==> config.mk <==
export PLATFORM = sky130hd
export DESIGN_NAME = dns_resp_sched
export DESIGN_NICKNAME = d
export VERILOG_FILES = /design/src/rtl/dns_resp_sched.sv
export SDC_FILE = /design/constraint.sdc
export NUM_CORES = 1
export LEC_CHECK = 0
export CAP_MARGIN = 0
export CORE_UTILIZATION = 30
export CTS_BUF_LIST = sky130_fd_sc_hd__clkbuf_4 sky130_fd_sc_hd__clkbuf_8
export CTS_CLUSTER_SIZE = 24
export DETAILED_ROUTE_END_ITERATION = 16
export PLACE_DENSITY = 0.61
export SLEW_MARGIN = 30
export SYNTH_ARGS = -nofsm -noshare
export SYNTH_HDL_FRONTEND = slang
export SYNTH_SLANG_ARGS = --single-unit
export TNS_END_PERCENT = 20
==> constraint.sdc <==
create_clock -name clk156 -period 9.9 [get_ports clk156]
set_clock_uncertainty 0.2 [all_clocks]
set_input_delay 1.485 -clock clk156 [delete_from_list [all_inputs] [get_ports clk156]]
set_output_delay 1.485 -clock clk156 [all_outputs]
set_load 0.01 [all_outputs]
==> src/rtl/dns_resp_sched.sv <==
// Sequencer for the DNS response header builder: issues a run of header requests over a
// req/ack handshake with a programmable inter-packet gap, incrementing the DNS ID per packet.
module dns_resp_sched #(
  parameter int unsigned GAP_W = 16,
  parameter int unsigned CNT_W = 32
) (
  input  logic             clk156,
  input  logic             sys_rst,
  input  logic             cfg_start,
  input  logic             cfg_stop,
  input  logic [CNT_W-1:0] cfg_pkt_count,
  input  logic [GAP_W-1:0] cfg_gap,
  input  logic [15:0]      cfg_id_base,
  input  logic             cfg_rd,
  input  logic [3:0]       cfg_rcode,
  output logic             gen_req,
  input  logic             gen_ack,
  output logic [15:0]      hdr_id,
  output logic [15:0]      hdr_flags,
  output logic             busy,
  output logic [CNT_W-1:0] sent_count,
  output logic             done
);

  typedef enum logic [1:0] {StIdle, StReq, StGap, StFin} state_e;

  state_e           state_q, state_d;
  logic [CNT_W-1:0] limit_q, limit_d;
  logic [GAP_W-1:0] gap_q, gap_d;
  logic [GAP_W-1:0] gap_cnt_q, gap_cnt_d;
  logic             rd_q, rd_d;
  logic [3:0]       rcode_q, rcode_d;
  logic [15:0]      hdr_id_q, hdr_id_d;
  logic [CNT_W-1:0] sent_q, sent_d;
  logic             stop_pend_q, stop_pend_d;
  logic [CNT_W-1:0] sent_inc;

  assign sent_inc = (sent_q == '1) ? sent_q : sent_q + CNT_W'(1);

  always_comb begin
    state_d     = state_q;
    limit_d     = limit_q;
    gap_d       = gap_q;
    gap_cnt_d   = gap_cnt_q;
    rd_d        = rd_q;
    rcode_d     = rcode_q;
    hdr_id_d    = hdr_id_q;
    sent_d      = sent_q;
    stop_pend_d = stop_pend_q;

    unique case (state_q)
      StIdle: begin
        // A simultaneous stop cancels the start.
        if (cfg_start && !cfg_stop) begin
          limit_d     = cfg_pkt_count;
          gap_d       = cfg_gap;
          rd_d        = cfg_rd;
          rcode_d     = cfg_rcode;
          hdr_id_d    = cfg_id_base;
          sent_d      = '0;
          stop_pend_d = 1'b0;
          state_d     = StReq;
        end
      end
      StReq: begin
        if (gen_ack) begin
          sent_d   = sent_inc;
          hdr_id_d = hdr_id_q + 16'd1;
          if (stop_pend_q || cfg_stop) begin
            state_d = StFin;
          end else if ((limit_q != '0) && (sent_inc == limit_q)) begin
            state_d = StFin;
          end else if (gap_q == '0) begin
            state_d = StReq;
          end else begin
            state_d   = StGap;
            gap_cnt_d = gap_q - GAP_W'(1);
          end
        end else if (cfg_stop) begin
          // Request cannot be withdrawn, so the stop waits for the ack.
          stop_pend_d = 1'b1;
        end
      end
      StGap: begin
        if (cfg_stop) begin
          state_d = StFin;
        end else if (gap_cnt_q == '0) begin
          state_d = StReq;
        end else begin
          gap_cnt_d = gap_cnt_q - GAP_W'(1);
        end
      end
      StFin: begin
        stop_pend_d = 1'b0;
        state_d     = StIdle;
      end
      default: state_d = StIdle;
    endcase
  end

  always_ff @(posedge clk156) begin
    if (sys_rst) begin
      state_q     <= StIdle;
      limit_q     <= '0;
      gap_q       <= '0;
      gap_cnt_q   <= '0;
      rd_q        <= 1'b0;
      rcode_q     <= 4'd0;
      hdr_id_q    <= 16'd0;
      sent_q      <= '0;
      stop_pend_q <= 1'b0;
    end else begin
      state_q     <= state_d;
      limit_q     <= limit_d;
      gap_q       <= gap_d;
      gap_cnt_q   <= gap_cnt_d;
      rd_q        <= rd_d;
      rcode_q     <= rcode_d;
      hdr_id_q    <= hdr_id_d;
      sent_q      <= sent_d;
      stop_pend_q <= stop_pend_d;
    end
  end

  assign gen_req    = (state_q == StReq);
  assign busy       = (state_q != StIdle);
  assign done       = (state_q == StFin);
  assign hdr_id     = hdr_id_q;
  assign sent_count = sent_q;
  // {qr, opcode, aa, tc, rd, ra, z, rcode}
  assign hdr_flags  = {1'b1, 4'd0, 1'b0, 1'b0, rd_q, 1'b0, 3'd0, rcode_q};

endmodule

# Word-level counts from Yosys, hierarchy flattened
# Index checks and enable logic that the tools add are counted.
# Widths: inputs -> output; s select.
dict set report op_classes {
  n_eq_ne 15
  n_reduce_logical 17
  n_addsub 4
  n_mux 26
}
# op n
set op_table {}
lappend op_table {{$mux 16} 8}
lappend op_table {{$mux 32} 3}
lappend op_table {{$pmux 16 s2} 2}
lappend op_table {{$pmux 32 s2} 1}
lappend op_table {{$add 32x1->32 const B} 1}
lappend op_table {{$eq 32x32->1} 1}
lappend op_table {{$eq 32x32->1 const B} 1}
lappend op_table {{$logic_not 16->1} 2}
lappend op_table {{$reduce_bool 32->1} 1}
lappend op_table {{$sub 16x1->16 const B} 2}
lappend op_table {{$add 16x1->16 const B} 1}
lappend op_table {{$ne 2x2->1 const B} 8}
lappend op_table {{$mux 2} 7}
lappend op_table {{$pmux 2 s4} 1}
lappend op_table {{$reduce_and 7->1} 1}
lappend op_table {{$reduce_and 3->1} 2}
lappend op_table {{$reduce_bool 2->1} 3}
lappend op_table {{$eq 2x2->1 const B} 2}
lappend op_table {{$reduce_and 4->1} 1}
lappend op_table {{$mux 1} 3}
lappend op_table {{$ne 3x3->1 const B} 1}
lappend op_table {{$pmux 1 s3} 1}
lappend op_table {{$reduce_bool 3->1} 1}
lappend op_table {{$eq 2x1->1 const B} 1}
lappend op_table {{other kinds (6)} 7}
dict set report totals {
  wordCells 71
  out_inout_bits 67
  ff_bits 120
  in_bits 74
}

# Depth between registers and ports, before layout
# Gate-level depths: netlist (run 1).
dict set report depth {
  ltp_word 8
  mapped_depth 15
  mapped_depth_nobuf 11
}

# Least setup slack after synthesis (run 1)
# OpenSTA, ideal clock, no wires.
dict set report synth_timing {
  kind {flip-flop to flip-flop}
  startpoint {reg state_q[0]}
  endpoint {reg gap_cnt_q[12]}
  t_arrival_ps 3498
  setup_ps 140
  path_buffers 4
  synth_period_minus_slack_ps 3838
  stages_incl_launch_ff 16
  t_required_ps 9560
  slack_ps 6062
  path_cell_list {dfxtp_1 > clkbuf_1 > nand2b_1 > clkbuf_1 > clkbuf_1 > buf_1 > mux2i_1 > ha_1 > o221ai_1 > nor2_1 > o21ai_1 > nor2_1 > nor4b_1 > nor3b_1 > mux2i_1 > o311ai_0}
}
dict set report synth_via {
  elab_chain_cells 3
  elab_cells_between_ends 11
  cone_classes {eq/ne: 8; mux: 1; reduce/logical: 2}
}
# item line_no
set synth_rtl {}
lappend synth_rtl {{from (decl)} 27} ;# state_e state_q, state_d;
lappend synth_rtl {{from (signal assigned)} 103} ;# state_q <= StIdle;
lappend synth_rtl {{from (signal assigned)} 113} ;# state_q <= state_d;
lappend synth_rtl {{$eq 2x2->1 / $eq 2x1->1 (equally long branches)} 51} ;# unique case (state_q)
lappend synth_rtl {{$ne 2x2->1 (no source line), or another cell as far along} -}
lappend synth_rtl {{$reduce_and 7->1 (no source line)} -}
lappend synth_rtl {{to (signal assigned)} 116} ;# gap_cnt_q <= gap_cnt_d;
lappend synth_rtl {{to (decl)} 30} ;# logic [GAP_W-1:0] gap_cnt_q, gap_cnt_d;
# Parallel ways exist; a longest one is shown, timed or not.
# A chain may end at the register's enable or synchronous reset.

# Worst setup path after layout (run 1)
dict set report layout_timing {
  startpoint {reg state_q[0]}
  endpoint {out gen_req}
}
dict set report layout_via {
  elab_chain_cells 1
}
# item line_no
set layout_rtl {}
lappend layout_rtl {{$eq 2x1->1} 125} ;# assign gen_req = (state_q == StReq);
lappend layout_rtl {{to (decl)} 16} ;# output logic gen_req,
# No other way between the ends.

==> summary.txt, run 1 <==
========================================================================================
Reg-to-reg critical path startpoint                                         sent_count[0]
TritonCTS clock tree                                                                 yes
Synthesis-stage register bit count                                                   120
Number of cells on the worst reg-to-reg path                                          12
Time the final worst path needs with I/O delays and setup                       4.707 ns
Antenna diode count                                                                    0
Worst setup path category                                                     reg -> out
First-iteration detailed-routing DRC count                                           903
Largest stage delay on the critical path                                         0.83 ns
Post-synthesis cell count                                                           1085
Setup violation total in the final timing report                                       0
Rows                                                                                  59
Register clock-pin slew on the reported worst setup and hold paths               0.08 ns
Largest net degree at the start of global routing                                     94
Fraction of registers with async set or reset after synthesis                         0%
Worst path depth                                                                       3
Part of the Yosys area used for sequential elements                               30.41%
Number of filler cells placed in the layout                                         2697
Wire length of the first global-routing pass                                    41.70 mm
Average cell area after synthesis                                            7.280 sq um
Area enclosed by the die boundary                                            26980 sq um
Area growth from synthesis to layout                                              22.91%
Critical-path maximum fanout                                                          30
Required time of the critical path                                               8.22 ns
Most numerous cell types in the synthesized netlist                         sky130_fd_sc_hd__nand2_1, sky130_fd_sc_hd__dfxtp_1, sky130_fd_sc_hd__a21oi_1
Area contributors post-synth                                                sky130_fd_sc_hd__dfxtp_1, sky130_fd_sc_hd__nand2_1, sky130_fd_sc_hd__a21oi_1, sky130_fd_sc_hd__nor2_1, sky130_fd_sc_hd__nor3_1
Timing startpoint of the critical path                                        state_q[0]
Type of the tightest min-delay check                                          reg -> reg
Via count                                                                           8324
Total half-perimeter wirelength after legalization and detailed placement       18.91 mm
Maximum buffer depth of the clock tree                                                 2
Total number of clock tree sinks                                                     120
Cell type contributing the most total cell area after synthesis             sky130_fd_sc_hd__dfxtp_1
Worst IR drop on VDD                                                          0.07985 mV
Aggregate global routing overflow                                                      0
Count of buffering cells on the critical path with inverters included                  2
Post-CTS Repair Setup Buffers                                                          0
Final-report max-slew violation count                                                  0
Dominant cell by count in the synthesized netlist                           sky130_fd_sc_hd__nand2_1
Compound-gate portion of the synthesized area                                     24.19%
P_leak                                                                       0.003181 uW
Initial cell density of the core                                                  30.48%
Reg2Reg Capture Point                                                       gap_cnt_q[8]
Setup crit end                                                                   gen_req
Share of Yosys cell area claimed by the top area cell type                        30.41%
Combinational family with the most area after synthesis                     simple AND/OR/NAND/NOR gates
Startpoint of the worst hold path                                             rcode_q[0]
CTS Hold Bufs                                                                          0
Type of element capturing the critical path                                  output port
Quantity of I/O buffers inserted on ports                                            129
XOR/XNOR Fraction of Synth Area                                                   4.546%
Number of global-route vias before repair                                           7437
Data arrival time of the critical path                                           3.02 ns
Routability congestion estimate from global placement                             0.9518
Post-synth cell types                                                                 89
Netlist area before placement                                                 7899 sq um
Share of post-route cells with drive strength above 1                             6.427%
Setup slack after layout                                                        5.193 ns
Antenna violations before repair                                                       0
Critical Path Source Type                                                      flip-flop
Post-Route WL                                                                   27.15 mm
Final cycle utilization of the critical path                                      47.55%
Top achievable clock speed                                                    0.2124 GHz
Routed length per placed instance                                               18.07 um
Most used flip-flop cell after synthesis                                    sky130_fd_sc_hd__dfxtp_1
Final #Nets                                                                         1232
Fraction of the mapped netlist area in adder cells                               0.4752%
# resized after CTS                                                                    0
Gr usage total                                                                    19.88%
Synth Area in Simple Gates                                                        31.85%
Post-detailed-route via-to-cell ratio                                              5.542
Cell-by-cell listing of the critical path                                   nand2b_1 -> inv_1 -> clkdlybuf4s50_1
Final number of hold-violating endpoints                                               0
Later-pin clock latency in the skew report                                       0.46 ns
First-pass iteration count of the detailed router                                      6
CP delay by family, top                                                     buffers and inverters
Multiplexer share of the synthesized area                                         1.283%
Number of warnings issued by yosys                                                     0
Number of nets still failing antenna checks after routing                              0
Slew at the pin closest to its max-slew limit                                  0.9109 ns
Outcome                                                                        completed
Clock buffers created by TritonCTS                                                    17
Worst reg-to-reg setup slack                                                     5.39 ns
Cell type of the slowest stage on the worst timing path                     sky130_fd_sc_hd__inv_1
Master cell of the clock root buffer                                        sky130_fd_sc_hd__clkbuf_8
Top Ports                                                                            141
DRC viols                                                                              0
Number of maximum-capacitance violations                                               0
Unrepaired setup endpoints after global routing                                       no
Total number of H-tree levels                                                          4
Pwr Density                                                                 159.8 nW/um^2
Y dimension of the die                                                          164.3 um
Area of the core                                                             25910 sq um
Count of flip-flops with a built-in enable after synthesis                             0
Horizontal die dimension                                                        164.3 um
Worst slew margin relative to its limit                                           38.72%
Setup WS pre-CTS                                                                5.513 ns
Total Neg Setup Slack                                                               0 ns
========================================================================================
[flip-flops by register name, summed over array words and instances, names as in the netlist]
name         flops
limit_q         32
gap_q           16
rcode_q          4
hdr_id          16
sent_count      32
state_q          2
rd_q             1
stop_pend_q      1
gap_cnt_q       16
[through the flow]
step	cell area [sq um]	util, %	total power (uW)	cells	hold slack (ns)
final	9708	37.47	1551	1502	0.2545
after global routing	9708	37.47	1624	1502	0.2903
after floorplan	7933	-	850.9	1094	0.2367
after detailed placement	9225	35.60	1002	1471	0.2457
after CTS	9704	37.45	1560	1502	0.2587
after global placement	9225	35.60	997.2	1471	0.2415
[where the power goes]
part | switching, uW | leakage [uW] | internal, uW
sequential | 51.0 | 0.000975 | 519
combinational | 257 | 0.00197 | 169
clock | 229 | 0.000237 | 327
total | 537 | 0.00318 | 1010
[kinds of logic after synthesis]
family                     after synthesis
xor gates and xnor gates                41
DFF                                    120
adders and majority gates                3
buffers and inverters                  114
AOI/OAI and AO/OA                      296
muxes                                   10
other                                    2
and+or+nand+nor                        499
[cell type report]
class	count	area, sq um	share of cell area (%)
inverter	16	60.06	0.6186
timing repair buffer	140	1375	14.16
clock buffer	17	234.0	2.410
tap	335	419.2	4.318
clock inverter	14	245.2	2.526
sequential	120	2402	24.75
multi-input combinational	860	4972	51.22
[layout by cell type, fill, tap and decap left out, types with 9 or more instances in the layout]
cell / count
sky130_fd_sc_hd__buf_4: 11
sky130_fd_sc_hd__nand4_1: 29
sky130_fd_sc_hd__nand3_1: 40
sky130_fd_sc_hd__nor3_1: 50
sky130_fd_sc_hd__conb_1: 11
sky130_fd_sc_hd__nor2_1: 84
sky130_fd_sc_hd__a311oi_1: 15
sky130_fd_sc_hd__clkdlybuf4s50_1: 128
sky130_fd_sc_hd__nand2b_1: 9
sky130_fd_sc_hd__nand2_1: 172
sky130_fd_sc_hd__o22ai_1: 12
sky130_fd_sc_hd__a31oi_1: 11
sky130_fd_sc_hd__nor4_1: 29
sky130_fd_sc_hd__o21ai_0: 46
sky130_fd_sc_hd__and3_1: 9
sky130_fd_sc_hd__mux2i_1: 9
sky130_fd_sc_hd__dfxtp_1: 120
sky130_fd_sc_hd__clkbuf_8: 17
sky130_fd_sc_hd__a21oi_1: 119
sky130_fd_sc_hd__a211oi_1: 23
sky130_fd_sc_hd__inv_1: 16
sky130_fd_sc_hd__xor2_1: 14
sky130_fd_sc_hd__xnor2_1: 27
[routing by layer]
layer  vias to the layer above  global-route usage, %  routed length (um)
met5                         -                      0                   0
met4                         0                  6.355                 503
met3                        36                  3.586                1645
met2                       277                  31.43               12410
met1                      3910                  27.12               12590
li1                       4101                      -                   -
[worst register-to-register path, delay by kind of cell (launching register included)]
| family | cells | cell delay, ns |
|---|---|---|
| AO/OA/AOI/OAI | 4 | 1.10 |
| adder cells (fa/ha/maj) | 1 | 0.34 |
| buffers and inverters | 1 | 0.24 |
| flip-flops | 1 | 0.53 |
| multiplexers | 1 | 0.24 |
| AND/OR/NAND/NOR | 5 | 1.80 |
[how the worst min path moves through the flow]
stage	end	depth (start not counted)
final	rcode_q[0]	2
after global routing	gap_q[0]	2
after CTS	rcode_q[2]	2
after detailed placement	rcode_q[0]	2
after global placement	rcode_q[3]	2
after floorplan	rd_q	2
(Power assumes the default switching activity.)
==> run 2, diff against run 1 <==
==> constraint.sdc (replaced) <==
create_clock -name clk156 -period 4.9 [get_ports clk156]
set_clock_uncertainty 0.2 [all_clocks]
set_input_delay 0.735 -clock clk156 [delete_from_list [all_inputs] [get_ports clk156]]
set_output_delay 0.735 -clock clk156 [all_outputs]
set_load 0.01 [all_outputs]
==> summary.txt, run 2 (synthesis results as in run 1) <==
========================================================================================
Area of the core                                                             25910 sq um   unchanged
Setup violation total in the final timing report                                       0   unchanged
Final cycle utilization of the critical path                                      89.49%
Worst setup path category                                                     reg -> reg
Internal power                                                                   1987 uW   +96%
# resized after CTS                                                                    0   unchanged
Setup WS pre-CTS                                                               0.6170 ns   -4.896 ns
Total number of H-tree levels                                                          4   unchanged
Final number of hold-violating endpoints                                               0   unchanged
CP delay by family, top                                                     simple AND/OR/NAND/NOR gates
Final-report max-slew violation count                                                  0   unchanged
Cell-by-cell listing of the critical path                                   ha_1 -> nand3_1 -> nor3_1 -> nand3_1 -> mux2i_1 -> a2111oi_0 -> nand4_1 -> nor4_2 -> buf_4 -> o21ai_2 -> a21bo_2 -> a21oi_1
Top Ports                                                                            141   unchanged
Number of nets still failing antenna checks after routing                              0   unchanged
Most common cell after layout, fill and taps aside                          sky130_fd_sc_hd__nand2_1
Routed length per placed instance                                               18.62 um   +3.0%
Largest stage delay on the critical path                                         0.55 ns   -0.28 ns
Initial cell density of the core                                                  30.48%   unchanged
Psw                                                                              1063 uW   +98%
Setup slack after layout                                                       0.5148 ns   -4.678 ns
Met2 usage                                                                        32.32%   +0.88 points
Quantity of I/O buffers inserted on ports                                            129   unchanged
Share of post-route cells with drive strength above 1                             7.926%   +1.5 points
Gr usage total                                                                    21.17%   +1.3 points
Rows                                                                                  59   unchanged
Worst IR drop on VDD                                                           0.1765 mV   +120%
Switching share of power                                                          34.86%   +0.25 points
Total Neg Setup Slack                                                               0 ns   unchanged
Register clock-pin slew on the reported worst setup and hold paths               0.08 ns   about the same
Unrepaired setup endpoints after global routing                                       no
Aggregate global routing overflow                                                      0   unchanged
Data arrival time of the critical path                                           4.57 ns   +1.55 ns
Antenna violations before repair                                                       1   +1
Outcome                                                                        completed
Critical-path maximum fanout                                                          14   -53%
Worst slew margin relative to its limit                                           30.46%   -8.3 points
First-pass iteration count of the detailed router                                      6   unchanged
Portion of total power attributed to sequential cells                              37.8%   +1.0 points
Wire length of the first global-routing pass                                    44.11 mm   +5.8%
GRT met1 Usage                                                                    28.91%   +1.8 points
Required time of the critical path                                               5.09 ns   -3.13 ns
Commonest cells after routing, fill and taps aside                          sky130_fd_sc_hd__nand2_1, sky130_fd_sc_hd__clkdlybuf4s50_1, sky130_fd_sc_hd__dfxtp_1
Later-pin clock latency in the skew report                                       0.46 ns   about the same
Area enclosed by the die boundary                                            26980 sq um   unchanged
Area growth from synthesis to layout                                              24.20%
Y dimension of the die                                                          164.3 um   unchanged
Number of maximum-capacitance violations                                               0   unchanged
Pwr Density                                                                 310.9 nW/um^2   +95%
Final #Nets                                                                         1250   +1.5%
Maximum buffer depth of the clock tree                                                 2   unchanged
Type of element capturing the critical path                                    flip-flop
CTS Hold Bufs                                                                          0   unchanged
Count of buffering cells on the critical path with inverters included                  1   -1
Most frequent cell on the critical path                                     sky130_fd_sc_hd__nand3_1
Fraction of power consumed by the clock network                                    33.9%   -1.9 points
Combinational fraction of design power                                             28.3%   +0.8 points
Time the final worst path needs with I/O delays and setup                       4.385 ns
Cell type of the slowest stage on the worst timing path                     sky130_fd_sc_hd__nor3_1
Via count                                                                           8595   +3.3%
Type of the tightest min-delay check                                          reg -> reg
Post-detailed-route via-to-cell ratio                                              5.651   +2.0%
Critical Path Source Type                                                      flip-flop
DRC viols                                                                              0   unchanged
Met3 Usage GRT                                                                    4.268%   +0.68 points
TritonCTS clock tree                                                                 yes
Total half-perimeter wirelength after legalization and detailed placement       20.04 mm   +6.0%
Post-Route WL                                                                   28.32 mm   +4.3%
Largest net degree at the start of global routing                                    102   +8.5%
P_leak                                                                       0.003257 uW   +2.4%
Number of filler cells placed in the layout                                         2778   +3.0%
Routability congestion estimate from global placement                             0.9805   +3.0%
Total number of clock tree sinks                                                     120   unchanged
Slew at the pin closest to its max-slew limit                                   1.034 ns   +0.1227 ns
Routing layer with the top usage in global route                                    met2
Clock buffers created by TritonCTS                                                    17   unchanged
Number of global-route vias before repair                                           7787   +4.7%
Post-CTS Repair Setup Buffers                                                          0   unchanged
First-iteration detailed-routing DRC count                                           665   -26%
Horizontal die dimension                                                        164.3 um   unchanged
Top achievable clock speed                                                    0.2280 GHz
Master cell of the clock root buffer                                        sky130_fd_sc_hd__clkbuf_8
Antenna diode count                                                                    0   unchanged
========================================================================================
==> run 2: cell types whose count changed in the layout (fill, tap and decap cells not counted), sizes merged <==
cell,previous run,this run
bufinv,6,4
clkbuf,17,21
clkinv,4,3
clkinvlp,1,3
inv,19,17
buf,12,30
==> run 2: layout make-up <==
class                      count  area [sq um]  share of cell area (%)
clock buffer                  21         276.5                   2.819
timing repair buffer         158          1510                   15.39
multi-input combinational    860          4972                   50.68
inverter                      16         60.06                  0.6122
tap                          335         419.2                   4.272
clock inverter                11         170.2                   1.734
sequential                   120          2402                   24.49
==> run 2: power groups by stage <==
stage          Combinational [uW]  Clock, uW  Sequential, uW
2_1_floorplan                 575          0            1140
3_3_place_gp                  854          0            1170
3_5_place_dp                  857          0            1170
4_1_cts                       862       1060            1150
5_1_grt                       958       1100            1160
6_report                      864       1030            1150
==> run 2: final timing paths <==
kind	from	end	slack (ns)	depth (start not counted)
setup reg to reg	sent_count[0]	gap_cnt_q[0]	0.51	12
setup / recovery	sent_count[0]	gap_cnt_q[0]	0.51	12
hold / removal	rcode_q[0]	rcode_q[0]	0.25	2
hold reg to reg	rcode_q[0]	rcode_q[0]	0.25	2
==> run 2: metrics by stage <==
stage | power (uW) | util (%) | area, sq um | instances | hold slack, ns
5_1_grt | 3220 | 37.86 | 9811 | 1521 | 0.2831
2_1_floorplan | 1719 | - | 7933 | 1094 | 0.2367
3_3_place_gp | 2027 | 36.12 | 9360 | 1489 | 0.2420
4_1_cts | 3076 | 37.86 | 9811 | 1521 | 0.2586
6_report | 3050 | 37.86 | 9811 | 1521 | 0.2546
3_5_place_dp | 2030 | 36.14 | 9364 | 1489 | 0.2475
==> run 2: routing by layer <==
layer	routed length (um)	part of all wire, %
met3	2047	7.2
met4	763	2.7
met1	12900	46
met2	12590	44
met5	17	0.060
==> run 2: worst register-to-register path, cell delays in order, from the launching register on <==
cell and delay [ns]:
sky130_fd_sc_hd__dfxtp_1 0.53, sky130_fd_sc_hd__ha_1 0.35, sky130_fd_sc_hd__nand3_1 0.23, sky130_fd_sc_hd__nor3_1 0.55
sky130_fd_sc_hd__nand3_1 0.47, sky130_fd_sc_hd__mux2i_1 0.22, sky130_fd_sc_hd__a2111oi_0 0.41, sky130_fd_sc_hd__nand4_1 0.20
sky130_fd_sc_hd__nor4_2 0.30, sky130_fd_sc_hd__buf_4 0.24, sky130_fd_sc_hd__o21ai_2 0.23, sky130_fd_sc_hd__a21bo_2 0.28
sky130_fd_sc_hd__a21oi_1 0.12
==> run 3, diff against run 2 <==
--- a/config.mk
+++ b/config.mk
@@ -10,7 +10,6 @@
 export CTS_BUF_LIST = sky130_fd_sc_hd__clkbuf_4 sky130_fd_sc_hd__clkbuf_8
 export CTS_CLUSTER_SIZE = 24
 export DETAILED_ROUTE_END_ITERATION = 16
-export PLACE_DENSITY = 0.61
 export SLEW_MARGIN = 30
 export SYNTH_ARGS = -nofsm -noshare
 export SYNTH_HDL_FRONTEND = slang
==> summary.txt, run 3 (synthesis results as in run 1) <==
========================================================================================
Layout Utilization                                                                37.66%   -0.20 points
Critical Path Source Type                                                      flip-flop
Reg-to-reg critical path startpoint                                         sent_count[23]
Y dimension of the die                                                          164.3 um   unchanged
CTS Hold Bufs                                                                          0   unchanged
Clock buffers created by TritonCTS                                                    17   unchanged
Final-report max-slew violation count                                                  0   unchanged
Type of element capturing the critical path                                    flip-flop
First-pass iteration count of the detailed router                                      5   -1
Met3 Usage GRT                                                                    3.384%   -0.88 points
Area enclosed by the die boundary                                            26980 sq um   unchanged
Aggregate global routing overflow                                                      0   unchanged
P_leak                                                                       0.003223 uW   -1.0%
Initial cell density of the core                                                  30.48%   unchanged
TritonCTS clock tree                                                                 yes
Final cycle utilization of the critical path                                      91.44%   +1.9 points
DRC viols                                                                              0   unchanged
Total number of H-tree levels                                                          4   unchanged
Routability congestion estimate from global placement                             0.9502   -3.1%
GRT met1 Usage                                                                    29.05%   +0.15 points
Gr usage total                                                                    21.06%   -0.11 points
Data arrival time of the critical path                                           4.65 ns   +0.08 ns
Slew at the pin closest to its max-slew limit                                  0.9431 ns   -0.09051 ns
Share of post-route cells with drive strength above 1                             7.770%   -0.16 points
Via count                                                                           8468   -1.5%
Later-pin clock latency in the skew report                                       0.47 ns   about the same
Area growth from synthesis to layout                                              23.54%
Placed standard-cell area                                                     9345 sq um   -0.20%
Number of nets still failing antenna checks after routing                              0   unchanged
Rows                                                                                  59   unchanged
Worst IR drop on VDD                                                           0.1502 mV   -15%
Number of maximum-capacitance violations                                               0   unchanged
Quantity of I/O buffers inserted on ports                                            129   unchanged
Total number of clock tree sinks                                                     120   unchanged
Wire length of the first global-routing pass                                    44.13 mm   about the same
Most common cell after layout, fill and taps aside                          sky130_fd_sc_hd__nand2_1
Worst setup path category                                                     reg -> reg
Total half-perimeter wirelength after legalization and detailed placement       20.06 mm   +0.12%
Final number of hold-violating endpoints                                               0   unchanged
Unrepaired setup endpoints after global routing                                       no
Maximum buffer depth of the clock tree                                                 2   unchanged
Routing layer with the top usage in global route                                    met2
Horizontal die dimension                                                        164.3 um   unchanged
Final #Nets                                                                         1248   -0.16%
Pwr Density                                                                 306.2 nW/um^2   -1.5%
Required time of the critical path                                               5.07 ns   -0.02 ns
First-iteration detailed-routing DRC count                                           706   +6.2%
Commonest cells after routing, fill and taps aside                          sky130_fd_sc_hd__nand2_1, sky130_fd_sc_hd__clkdlybuf4s50_1, sky130_fd_sc_hd__dfxtp_1
Outcome                                                                        completed
Largest net degree at the start of global routing                                     55   -46%
Top achievable clock speed                                                    0.2232 GHz   -2.1%
Antenna violations before repair                                                       0   -1
Master cell of the clock root buffer                                        sky130_fd_sc_hd__clkbuf_8
Routed length per placed instance                                               18.58 um   -0.22%
Antenna diode count                                                                    0   unchanged
Post-Route WL                                                                   28.22 mm   -0.35%
Worst slew margin relative to its limit                                           36.98%   +6.5 points
Area of the core                                                             25910 sq um   unchanged
Top Ports                                                                            141   unchanged
Met2 usage                                                                        33.33%   +1.0 points
Startpoint of the worst hold path                                             rcode_q[3]
# resized after CTS                                                                    0   unchanged
Post-route standard cell area excluding fillers                               9758 sq um   -0.54%
Time the final worst path needs with I/O delays and setup                       4.480 ns   +0.09526 ns
Number of global-route vias before repair                                           7632   -2.0%
Type of the tightest min-delay check                                          reg -> reg
Number of cells on the worst hold path                                                 2   unchanged
Number of cells on the worst reg-to-reg path                                          11   -1
Total Neg Setup Slack                                                               0 ns   unchanged
Worst hold slack                                                               0.2561 ns   +0.001543 ns
Setup violation total in the final timing report                                       0   unchanged
Post-detailed-route via-to-cell ratio                                              5.575   -1.3%
Register clock-pin slew on the reported worst setup and hold paths               0.09 ns   about the same
Final total power                                                                2988 uW   -2.0%
Post-CTS Repair Setup Buffers                                                          0   unchanged
Timing startpoint of the critical path                                      sent_count[23]
Critical-path maximum fanout                                                          14   unchanged
========================================================================================
## run 3: cell types whose count changed in the layout (fill, tap and decap cells not counted), sizes merged
cell and change:
bufinv -2, buf -2, clkinvlp +1, clkbuf -3
inv +5, clkinv -1
## run 3: critical path, stage by stage, from the launching register on
cell and delay (ns):
sky130_fd_sc_hd__dfxtp_1 0.58, sky130_fd_sc_hd__nand3_1 0.28, sky130_fd_sc_hd__or4_1 0.86, sky130_fd_sc_hd__o31ai_1 0.69, sky130_fd_sc_hd__or2_2 0.26, sky130_fd_sc_hd__xnor2_1 0.08
sky130_fd_sc_hd__o2111ai_1 0.12, sky130_fd_sc_hd__nor4_2 0.10, sky130_fd_sc_hd__buf_4 0.19, sky130_fd_sc_hd__o21ai_2 0.50, sky130_fd_sc_hd__nand2_1 0.20, sky130_fd_sc_hd__o311ai_0 0.32
## run 3: cell type report
cell class	instances	area [sq um]
inverters	16	60.06
clock buffers	18	247.7
multi-input cells	860	4972
fillers	2793	16150
flip-flops and latches	120	2402
clock inverters	14	165.2
repair buffers	156	1491
well taps	335	419.2
## run 3: metrics by stage
stage / cells / worst slack [ns]
after floorplan: 1094 / 1.062
after global placement: 1487 / 0.4905
after detailed placement: 1487 / 0.4833
after CTS: 1519 / 0.4676
after global routing: 1519 / 0.1783
final: 1519 / 0.4195
## run 3: path summary, 6_finish.rpt
kind                                      end  slack [ns]
worst max-delay path            gap_cnt_q[12]        0.42
worst max register to register  gap_cnt_q[12]        0.42
worst min-delay path               rcode_q[3]        0.26
worst min register to register     rcode_q[3]        0.26
## run 3: report_power, final
part	internal [uW]	switching, uW	total, uW
sequential	1050	104	1150
clock	479	489	968
combinational	344	523	868
total	1870	1120	2990
## run 3: per-layer routing
layer / vias to the layer above / share of wire, %
li1: 4138 / -
met1: 3974 / 46
met2: 323 / 46
met3: 33 / 6.4
met4: 0 / 1.8
met5: - / 0
